$ cat src/rtl/axi4_id_resp_demux_if.sv
// R/B channel, per-ID dequeue and error-report signals for axi4_id_resp_demux.
interface axi4_id_resp_demux_if #(
    parameter int unsigned NUM_IDS = 2,
    parameter int unsigned DATA_W  = 64
);
    logic                            r_valid;
    logic                            r_ready;
    logic [3:0]                      r_id;
    logic [DATA_W-1:0]               r_data;
    logic                            r_last;
    logic                            b_valid;
    logic                            b_ready;
    logic [3:0]                      b_id;
    logic [1:0]                      b_resp;
    logic [NUM_IDS-1:0]              r_q_ready;
    logic [NUM_IDS-1:0]              b_q_ready;
    logic [NUM_IDS-1:0]              r_deq_valid;
    logic [NUM_IDS-1:0]              r_deq_ready;
    logic [NUM_IDS*(DATA_W+1)-1:0]   r_deq_data;
    logic [NUM_IDS-1:0]              b_deq_valid;
    logic [NUM_IDS-1:0]              b_deq_ready;
    logic [NUM_IDS*2-1:0]            b_deq_resp;
    logic                            err_valid;
    logic                            err_chan;
    logic [3:0]                      err_id;
    logic                            err_clear;

    modport slave (
        input  r_valid, r_id, r_data, r_last, b_valid, b_id, b_resp,
               r_deq_ready, b_deq_ready, err_clear,
        output r_ready, b_ready, r_q_ready, b_q_ready, r_deq_valid, r_deq_data,
               b_deq_valid, b_deq_resp, err_valid, err_chan, err_id
    );

    modport master (
        output r_valid, r_id, r_data, r_last, b_valid, b_id, b_resp,
               r_deq_ready, b_deq_ready, err_clear,
        input  r_ready, b_ready, r_q_ready, b_q_ready, r_deq_valid, r_deq_data,
               b_deq_valid, b_deq_resp, err_valid, err_chan, err_id
    );
endinterface

$ cat src/rtl/axi4_id_resp_demux.sv
// Steers AXI4 R/B beats by ID into per-ID FIFOs; sinks and flags illegal IDs.
module axi4_id_resp_demux_q #(
    parameter int unsigned W     = 8,
    parameter int unsigned DEPTH = 2
) (
    input  logic         clock,
    input  logic         reset_n,
    input  logic         enq,
    input  logic [W-1:0] enq_data,
    input  logic         deq_ready,
    output logic         deq_valid,
    output logic         not_full,
    output logic [W-1:0] deq_data
);
    localparam int unsigned PW = $clog2(DEPTH);
    localparam int unsigned CW = PW + 1;

    logic [PW-1:0] wptr;
    logic [PW-1:0] rptr;
    logic [CW-1:0] cnt;
    logic [W-1:0]  mem [DEPTH];
    logic          wr;
    logic          rd;

    // Flags derive from registered count only; no path from deq_ready.
    assign deq_valid = (cnt != '0);
    assign not_full  = (cnt != CW'(DEPTH));
    assign wr        = enq & not_full;
    assign rd        = deq_valid & deq_ready;
    assign deq_data  = mem[rptr];

    always_ff @(posedge clock or negedge reset_n) begin
        if (!reset_n) begin
            wptr <= '0;
            rptr <= '0;
            cnt  <= '0;
        end else begin
            if (wr) wptr <= wptr + 1'b1;
            if (rd) rptr <= rptr + 1'b1;
            if (wr && !rd)      cnt <= cnt + 1'b1;
            else if (!wr && rd) cnt <= cnt - 1'b1;
        end
    end

    // Storage is intentionally not reset.
    always_ff @(posedge clock) begin
        if (wr) mem[wptr] <= enq_data;
    end
endmodule

module axi4_id_resp_demux #(
    parameter int unsigned NUM_IDS = 2,
    parameter int unsigned DEPTH   = 2,
    parameter int unsigned DATA_W  = 64
) (
    input logic                  clock,
    input logic                  reset_n,
    axi4_id_resp_demux_if.slave  bus
);
    localparam int unsigned RW = DATA_W + 1;

    logic [NUM_IDS-1:0] r_q_rdy;
    logic [NUM_IDS-1:0] b_q_rdy;
    logic [15:0]        r_rdy_pad;
    logic [15:0]        b_rdy_pad;
    logic               r_ready;
    logic               b_ready;
    logic               r_legal;
    logic               b_legal;
    logic               r_err;
    logic               b_err;
    logic               err_valid;
    logic               err_chan;
    logic [3:0]         err_id;

    // Unused ID slots read as ready so illegal beats are always sunk.
    always_comb begin
        r_rdy_pad                = '1;
        b_rdy_pad                = '1;
        r_rdy_pad[NUM_IDS-1:0]   = r_q_rdy;
        b_rdy_pad[NUM_IDS-1:0]   = b_q_rdy;
    end

    assign r_ready = r_rdy_pad[bus.r_id];
    assign b_ready = b_rdy_pad[bus.b_id];
    assign r_legal = ({1'b0, bus.r_id} < 5'(NUM_IDS));
    assign b_legal = ({1'b0, bus.b_id} < 5'(NUM_IDS));
    assign r_err   = bus.r_valid & ~r_legal;
    assign b_err   = bus.b_valid & ~b_legal;

    for (genvar k = 0; k < NUM_IDS; k++) begin : g_q
        logic r_enq;
        logic b_enq;
        assign r_enq = bus.r_valid & r_ready & (bus.r_id == 4'(k));
        assign b_enq = bus.b_valid & b_ready & (bus.b_id == 4'(k));

        axi4_id_resp_demux_q #(.W(RW), .DEPTH(DEPTH)) u_rq (
            .clock     (clock),
            .reset_n   (reset_n),
            .enq       (r_enq),
            .enq_data  ({bus.r_last, bus.r_data}),
            .deq_ready (bus.r_deq_ready[k]),
            .deq_valid (bus.r_deq_valid[k]),
            .not_full  (r_q_rdy[k]),
            .deq_data  (bus.r_deq_data[k*RW +: RW])
        );

        axi4_id_resp_demux_q #(.W(2), .DEPTH(DEPTH)) u_bq (
            .clock     (clock),
            .reset_n   (reset_n),
            .enq       (b_enq),
            .enq_data  (bus.b_resp),
            .deq_ready (bus.b_deq_ready[k]),
            .deq_valid (bus.b_deq_valid[k]),
            .not_full  (b_q_rdy[k]),
            .deq_data  (bus.b_deq_resp[k*2 +: 2])
        );
    end

    // First error wins; a new error in the clear cycle is captured.
    always_ff @(posedge clock or negedge reset_n) begin
        if (!reset_n) begin
            err_valid <= 1'b0;
            err_chan  <= 1'b0;
            err_id    <= '0;
        end else if ((r_err || b_err) && (!err_valid || bus.err_clear)) begin
            err_valid <= 1'b1;
            err_chan  <= ~r_err;
            err_id    <= r_err ? bus.r_id : bus.b_id;
        end else if (bus.err_clear) begin
            err_valid <= 1'b0;
            err_chan  <= 1'b0;
            err_id    <= '0;
        end
    end

    assign bus.r_ready   = r_ready;
    assign bus.b_ready   = b_ready;
    assign bus.r_q_ready = r_q_rdy;
    assign bus.b_q_ready = b_q_rdy;
    assign bus.err_valid = err_valid;
    assign bus.err_chan  = err_chan;
    assign bus.err_id    = err_id;
endmodule

$ cat src/flat_wrapper.sv
// flat-port wrapper written by rule: the top's interface ports become plain ports
module axi4_id_resp_demux_flat 
#(
    parameter int unsigned NUM_IDS = 2,
    parameter int unsigned DEPTH   = 2,
    parameter int unsigned DATA_W  = 64
)
  (clock, reset_n, bus_r_valid, bus_r_id, bus_r_data, bus_r_last, bus_b_valid, bus_b_id, bus_b_resp, bus_r_deq_ready, bus_b_deq_ready, bus_err_clear, bus_r_ready, bus_b_ready, bus_r_q_ready, bus_b_q_ready, bus_r_deq_valid, bus_r_deq_data, bus_b_deq_valid, bus_b_deq_resp, bus_err_valid, bus_err_chan, bus_err_id);
  axi4_id_resp_demux_if #(.NUM_IDS(NUM_IDS), .DATA_W(DATA_W)) bus_i ();
  input logic clock;
  input logic reset_n;
  input wire logic [$bits(bus_i.r_valid)-1:0] bus_r_valid;
  input wire logic [$bits(bus_i.r_id)-1:0] bus_r_id;
  input wire logic [$bits(bus_i.r_data)-1:0] bus_r_data;
  input wire logic [$bits(bus_i.r_last)-1:0] bus_r_last;
  input wire logic [$bits(bus_i.b_valid)-1:0] bus_b_valid;
  input wire logic [$bits(bus_i.b_id)-1:0] bus_b_id;
  input wire logic [$bits(bus_i.b_resp)-1:0] bus_b_resp;
  input wire logic [$bits(bus_i.r_deq_ready)-1:0] bus_r_deq_ready;
  input wire logic [$bits(bus_i.b_deq_ready)-1:0] bus_b_deq_ready;
  input wire logic [$bits(bus_i.err_clear)-1:0] bus_err_clear;
  output wire logic [$bits(bus_i.r_ready)-1:0] bus_r_ready;
  output wire logic [$bits(bus_i.b_ready)-1:0] bus_b_ready;
  output wire logic [$bits(bus_i.r_q_ready)-1:0] bus_r_q_ready;
  output wire logic [$bits(bus_i.b_q_ready)-1:0] bus_b_q_ready;
  output wire logic [$bits(bus_i.r_deq_valid)-1:0] bus_r_deq_valid;
  output wire logic [$bits(bus_i.r_deq_data)-1:0] bus_r_deq_data;
  output wire logic [$bits(bus_i.b_deq_valid)-1:0] bus_b_deq_valid;
  output wire logic [$bits(bus_i.b_deq_resp)-1:0] bus_b_deq_resp;
  output wire logic [$bits(bus_i.err_valid)-1:0] bus_err_valid;
  output wire logic [$bits(bus_i.err_chan)-1:0] bus_err_chan;
  output wire logic [$bits(bus_i.err_id)-1:0] bus_err_id;
  assign bus_i.r_valid = bus_r_valid;
  assign bus_i.r_id = bus_r_id;
  assign bus_i.r_data = bus_r_data;
  assign bus_i.r_last = bus_r_last;
  assign bus_i.b_valid = bus_b_valid;
  assign bus_i.b_id = bus_b_id;
  assign bus_i.b_resp = bus_b_resp;
  assign bus_i.r_deq_ready = bus_r_deq_ready;
  assign bus_i.b_deq_ready = bus_b_deq_ready;
  assign bus_i.err_clear = bus_err_clear;
  assign bus_r_ready = bus_i.r_ready;
  assign bus_b_ready = bus_i.b_ready;
  assign bus_r_q_ready = bus_i.r_q_ready;
  assign bus_b_q_ready = bus_i.b_q_ready;
  assign bus_r_deq_valid = bus_i.r_deq_valid;
  assign bus_r_deq_data = bus_i.r_deq_data;
  assign bus_b_deq_valid = bus_i.b_deq_valid;
  assign bus_b_deq_resp = bus_i.b_deq_resp;
  assign bus_err_valid = bus_i.err_valid;
  assign bus_err_chan = bus_i.err_chan;
  assign bus_err_id = bus_i.err_id;
  axi4_id_resp_demux #(.NUM_IDS(NUM_IDS), .DEPTH(DEPTH), .DATA_W(DATA_W)) u_core (.clock(clock), .reset_n(reset_n), .bus(bus_i));
endmodule
$ cat config.mk
export PLATFORM = sky130hd
export DESIGN_NAME = axi4_id_resp_demux_flat
export DESIGN_NICKNAME = d
export VERILOG_FILES = /design/src/rtl/axi4_id_resp_demux_if.sv /design/src/rtl/axi4_id_resp_demux.sv /design/src/flat_wrapper.sv
export SDC_FILE = /design/constraint.sdc
export NUM_CORES = 1
export LEC_CHECK = 0
export BUFFER_PORTS_ARGS = -buffer_cell sky130_fd_sc_hd__buf_4
export CAP_MARGIN = 20
export CORE_ASPECT_RATIO = 1.2
export CORE_MARGIN = 3
export CORE_UTILIZATION = 40
export CTS_CLUSTER_DIAMETER = 50
export DETAILED_ROUTE_END_ITERATION = 10
export PLACE_DENSITY = 0.66
export SKIP_CTS_REPAIR_TIMING = 1
export SLEW_MARGIN = 20
export SYNTH_ARGS = -nofsm -noshare
export SYNTH_HDL_FRONTEND = slang
export SYNTH_SLANG_ARGS = --single-unit
$ cat constraint.sdc
create_clock -name clock -period 9 [get_ports clock]
set_input_delay 1.8 -clock clock [delete_from_list [all_inputs] [get_ports clock]]
set_output_delay 1.8 -clock clock [all_outputs]
set_load 0.1 [all_outputs]
After elaboration in Yosys (flattened, before gate mapping). Memory sizes are Yosys's and may differ from the RTL's. Cells that the tools add are included. Widths: inputs -> output; s select.

Bitwise gates (word level): 19. Equality and inequality tests: 6. Multiplexer cells: 26. Reduce and logical (&&, ||, !) cells: 31. Add/sub/neg operators: 16. Magnitude comparators: 4.

Operators with widths (number): $reduce_bool 2->1 (9); $and 1x1->1 (16); $mux 2 (8); $mux 1 (13); $mux 4 (3); $lt 4x5->1 const B (2); $logic_and 1x1->1 (9); $logic_not 1->1 (9); $add 1x1->1 const B (8); $add 2x1->2 const B (4); $bmux 1 s4 (2); $eq 4x1->1 const B (2); $logic_not 4->1 (2); $lt 4x2->1 const B (2); $ne 2x2->1 const B (4); $sub 2x1->2 const B (4); $not 1->1 (3); $logic_or 1x1->1 (2).

Memories kept: 4. Register bits after elaboration: 22. RAM bits: 268. Output and inout port bits: 150. Logic and storage cells: 121. Bits of input ports: 84.

Memories: u_core.g_q[0].u_rq.mem (depth 2, bits a word 65, rd ports 1, clocked after memory_dff 0, write ports 1, RTL line axi4_id_resp_demux.sv:21) `logic [W-1:0] mem [DEPTH];`; u_core.g_q[1].u_rq.mem (depth 2, bits a word 65, rd ports 1, clocked after memory_dff 0, write ports 1, RTL line axi4_id_resp_demux.sv:21); u_core.g_q[0].u_bq.mem (depth 2, bits a word 2, rd ports 1, clocked after memory_dff 0, write ports 1, RTL line axi4_id_resp_demux.sv:21); u_core.g_q[1].u_bq.mem (depth 2, bits a word 2, rd ports 1, clocked after memory_dff 0, write ports 1, RTL line axi4_id_resp_demux.sv:21).

Logic depth before layout (Yosys ltp).
Word-level depth: 10. Gate-level depth with buffers: 7. Depth with buffers taken out: 7.

By module. From an unflattened synthesis, not the netlist that was laid out.

Cell total of the unflattened synthesis: 532. Area, all modules: 11199.5 µm².

By module, submodules not included: axi4_id_resp_demux_q at u_core.g_q[0].u_rq ... (instances 2, cells an instance 220, sequential area each 4003.8 µm², area an instance 5046.1 µm²); axi4_id_resp_demux_q at u_core.g_q[0].u_bq ... (instances 2, cells an instance 24, sequential area each 220.2 µm², area an instance 354.1 µm²); axi4_id_resp_demux (instances 1, cells an instance 44, sequential area each 150.1 µm², area an instance 399.1 µm²).

Worst setup path before layout. No wires, ideal clock.

Kind: input to register. Start point: input port bus_r_id[3]. End point: memory u_core.g_q[0].u_rq.mem[0][0] (netlist bit) (enable). Stages on the path: 3. Path slack: 3.258 ns. Data arrival time: 5.246 ns. Path buffers: 0. Library setup time: 0.496 ns. Cells stage by stage: nor3_1 > and4b_1 > nor2b_1.

Longest elaborated chain between the ends: 7. Elaborated cells on any way between the ends: 8.

Ends and longest elaborated chain: from (decl) (RTL line flat_wrapper.sv:13) `input wire logic [$bits(bus_i.r_id)-1:0] bus_r_id;`; $bmux 1 s4 (RTL line axi4_id_resp_demux.sv:84) `assign r_ready = r_rdy_pad[bus.r_id];`; $mux 1 (not written as such) (RTL line axi4_id_resp_demux.sv:84); $and 1x1->1 (RTL line axi4_id_resp_demux.sv:94) `assign r_enq = bus.r_valid & r_ready & (bus.r_id == 4'(k));`; $and 1x1->1 * (RTL line axi4_id_resp_demux.sv:94); $and 1x1->1 * (RTL line axi4_id_resp_demux.sv:28) `assign wr = enq & not_full;`; named net u_core.g_q[0].u_rq.wr (RTL line axi4_id_resp_demux.sv:22) `logic wr;`; $mux 1 * (RTL line axi4_id_resp_demux.sv:47) `if (wr) mem[wptr] <= enq_data;`; $mux 1 (not written as such) * (RTL line axi4_id_resp_demux.sv:47); to (decl) (RTL line axi4_id_resp_demux.sv:21).

Mark *: on every way through the listed nets, which the timed path passes. The rest lies on a longest branch. The select of a mux whose other input is x is not followed.

Worst setup path in the final report.
Start point: input port bus_b_id[3]. End point: output port bus_b_ready.

Longest elaborated chain between the ends: 2.

Ends and longest elaborated chain: from (decl) (RTL line flat_wrapper.sv:17) `input wire logic [$bits(bus_i.b_id)-1:0] bus_b_id;`; $bmux 1 s4 (RTL line axi4_id_resp_demux.sv:85) `assign b_ready = b_rdy_pad[bus.b_id];`; $mux 1 (not written as such) (RTL line axi4_id_resp_demux.sv:85); to (decl) (RTL line flat_wrapper.sv:23) `output wire logic [$bits(bus_i.b_ready)-1:0] bus_b_ready;`.

Every way passes these cells. The select of a mux whose other input is x is not followed.

==> results.json <==
{
  "outcome": "completed",
  "drt_first_iter_violations": 222,
  "overflow": 0,
  "design.core.area_mm2": 0.02651,
  "postSynthCellCount": 536,
  "final_cell_area_mm2": 0.01394,
  "place.port_buffers": 233,
  "register_area_mm2": 0.008601,
  "startpoint_type": "input port",
  "gr-usage-all-layers": 0.1460,
  "starting_utilization_of_the_core_area": 0.4102,
  "syn_to_final_growth_pct": 28.13,
  "end_kind": "output port",
  "top_level_ports": 234,
  "multiInputGateArea_mm2": 0.002150,
  "synth_cell_type_count": 31,
  "cp.arrival_ns": 2.64,
  "holdPathStages": 1,
  "place_congestion": 0.7746,
  "ff_latch_count_synth": 290,
  "dr_total_vias": 5574,
  "slew-limit-headroom": 0.2832,
  "critPathMaxFanout": 4,
  "viasPerCell": 4.889,
  "finalHoldViolCount": 0,
  "async_reset_ff_frac": 0.07586,
  "max_freq_mhz": 225.2,
  "leakage_nw": 5.106,
  "rsz0062_at_grt": "no",
  "ant_nets": 0,
  "total_negative_setup_slacks_ns": 0,
  "final.setup_skew_ns": 0.01260,
  "final_critical_path_time_including_i_o_delays_and_setup_ns": 4.440,
  "p_per_area_mw_per_mm2": 361.9,
  "row_count": 65,
  "grt_start_max_net_pins": 67,
  "dpl.hpwl_um": 13850,
  "rrSetupSlack_ns": 6.71,
  "mappedNetlistNets": 624,
  "fin_nets": 871,
  "die_height_um": 186.6,
  "postSynthAreaPerCell_um2": 20.29,
  "drv_cap": 0,
  "worst_setup_hold_path_clk_slew_ns": 0.06,
  "synth_area_leaders": "sky130_fd_sc_hd__edfxtp_1 74%, sky130_fd_sc_hd__mux2_2 14%, sky130_fd_sc_hd__dfrtp_1 5.1%, sky130_fd_sc_hd__xnor2_1 0.81%, sky130_fd_sc_hd__xor2_1 0.81%",
  "final_layout_size_suffix_gt1_frac": 0.5280,
  "dieArea_mm2": 0.02921,
  "ys.warnings.count": 0,
  "n_antenna_cell": 0,
  "yosysMostFrequentCell": "sky130_fd_sc_hd__edfxtp_1",
  "remaining_drc_errors": 0,
  "wirelength_um": 22020,
  "synth_edf_count": 268,
  "grt_pass1_wl_um": 33340,
  "worstHoldStart": "u_core.g_q[1].u_bq.cnt[1]$_DFFE_PN0P_",
  "timing.final.crit_share": 0.4934,
  "detailedRoute.firstPassIterationCount": 4,
  "worstMarginPinSlew_ns": 1.075,
  "reg2regPathDepth": 4,
  "critical_path_required_ns": 7.20,
  "clock_sink_count": 290,
  "yosys_most_used_dff": "sky130_fd_sc_hd__edfxtp_1",
  "timing.rr.start": "u_core.g_q[1].u_rq.cnt[0]$_DFFE_PN0P_",
  "cts-root-to-sink-buffers": 3,
  "ys_seq_area_frac": 0.7905,
  "final-setup-viol-count": 0,
  "grt_antenna_before_repair": 0,
  "clock_latency_late_sink_ns": 0.54,
  "min_path_type": "reg2reg",
  "filler_cell_count": 2165,
  "post-synth-top-area-fraction": 0.7399,
  "finalMaxSlewViolations": 0,
  "synth.top_cells.by_count": "268 x sky130_fd_sc_hd__edfxtp_1, 134 x sky130_fd_sc_hd__mux2_2, 22 x sky130_fd_sc_hd__dfrtp_1, 15 x sky130_fd_sc_hd__buf_2",
  "cts_tree": "done",
  "worst_hold_path.endpoint": "u_core.g_q[1].u_bq.cnt[1]$_DFFE_PN0P_",
  "avgRoutedWirePerCell_um": 19.31,
  "worstReg2RegEnd": "u_core.g_q[1].u_rq.mem[0][45]$_DFFE_PP_",
  "dpl-instance-area_mm2": 0.01297,
  "biggest_area_consumer_among_synthesized_cells": "sky130_fd_sc_hd__edfxtp_1",
  "ctsRootBufferMaster": "sky130_fd_sc_hd__clkbuf_16",
  "timing_worst_setup_path_type": "in2out",
  "cts_buffers": 30,
  "vdd.ir_drop.worst_mv": 0.2444,
  "die_w_um": 156.5,
  "cts.htree.levels": 1,
  "syn-cell-area_mm2": 0.01088,
  "via_count_of_the_first_global_routing_pass": 5849
}
[where the power goes]
part	total [W]	leakage [nW]	switching, W	internal (W)
Clock	0.00119	0.465	0.000477	0.000716
Combinational	0.00225	1.97	0.00172	0.000529
Sequential	0.00160	2.67	0.0000647	0.00154
Total	0.00504	5.11	0.00226	0.00278
[metal layers]
metal / vias to the layer above / wire, um / global-route usage
li1: 2570 / - / -
met1: 2760 / 8856 / 0.1870
met2: 207 / 10850 / 0.2461
met3: 37 / 1961 / 0.04570
met4: 0 / 350 / 0.02897
met5: - / 0 / 0
[placed cells by master (no fill, tap or decap), drive strengths merged, types with 3 or more instances in the layout]
cell type and count:
edfxtp 268, buf 238, mux2 134, clkbuf 40, dfrtp 22, xnor2 10, xor2 10, nand2 8
nor2 8, clkinv 8, inv 7, nand2b 5, o21ai 5, or2 4, ha 4, nor2b 4
a22oi 3, o2bb2ai 3, bufinv 3
[cells by family after synthesis]
logic type | Yosys count | synth area share
flip-flops | 290 | 0.7905
multiplexers | 136 | 0.1406
AND/OR/NAND/NOR | 40 | 0.02002
buffers and inverters | 28 | 0.01415
XOR/XNOR | 20 | 0.01610
AO/OA/AOI/OAI | 18 | 0.01404
adder cells (fa/ha/maj) | 4 | 0.004602
[critical path, cell delays in order]
cell and delay [ns]:
sky130_fd_sc_hd__buf_4 0.12, sky130_fd_sc_hd__nor3_1 0.37, sky130_fd_sc_hd__nand2_1 0.09, sky130_fd_sc_hd__buf_4 0.25
[worst max path at each step]
stage,startpoint,end,slack (ns)
floorplan,bus_r_id[3],u_core.g_q[0].u_rq.mem[0][0]$_DFFE_PP_,3.26
global placement,bus_b_id[3],bus_b_ready,4.58
detailed placement,bus_b_id[3],bus_b_ready,4.56
CTS,u_core.g_q[1].u_rq.rptr$_DFFE_PN0P_,bus_r_deq_data[71],4.52
global route,bus_b_id[3],bus_b_ready,4.45
finish,bus_b_id[3],bus_b_ready,4.56
[per-stage QoR]
step                      cells  utilization  setup WS, ns  power [W]  hold slack, ns
after detailed placement   1086       0.4894         4.564   0.003898          0.4798
after floorplan             536            -         3.258   0.003492          0.4555
after CTS                  1140       0.5256         4.516   0.005096          0.4917
after global placement     1086       0.4894         4.585   0.003892          0.4725
after global routing       1140       0.5256         4.446   0.005212          0.5166
final                      1140       0.5256         4.560   0.005044          0.4921
[layout make-up]
class	instances	share of cell area
sequential	290	0.6172
multi-input combinational	218	0.1542
timing repair buffer	238	0.1282
clock buffer	40	0.05809
tap	335	0.03008
clock inverter	14	0.01086
inverter	5	0.001347
[flip-flops by register name, summed over array words and instances (netlist names)]
signal / flops
u_core.g_q.u_bq.rptr: 2
u_core.g_q.u_rq.rptr: 2
u_core.g_q.u_bq.cnt: 4
u_core.bus.err_id: 4
u_core.bus.err_valid: 1
u_core.g_q.u_rq.wptr: 2
u_core.g_q.u_rq.mem: 260
u_core.g_q.u_bq.wptr: 2
u_core.g_q.u_bq.mem: 8
u_core.bus.err_chan: 1
u_core.g_q.u_rq.cnt: 4
Note: power is estimated with default switching activity, not from simulation.
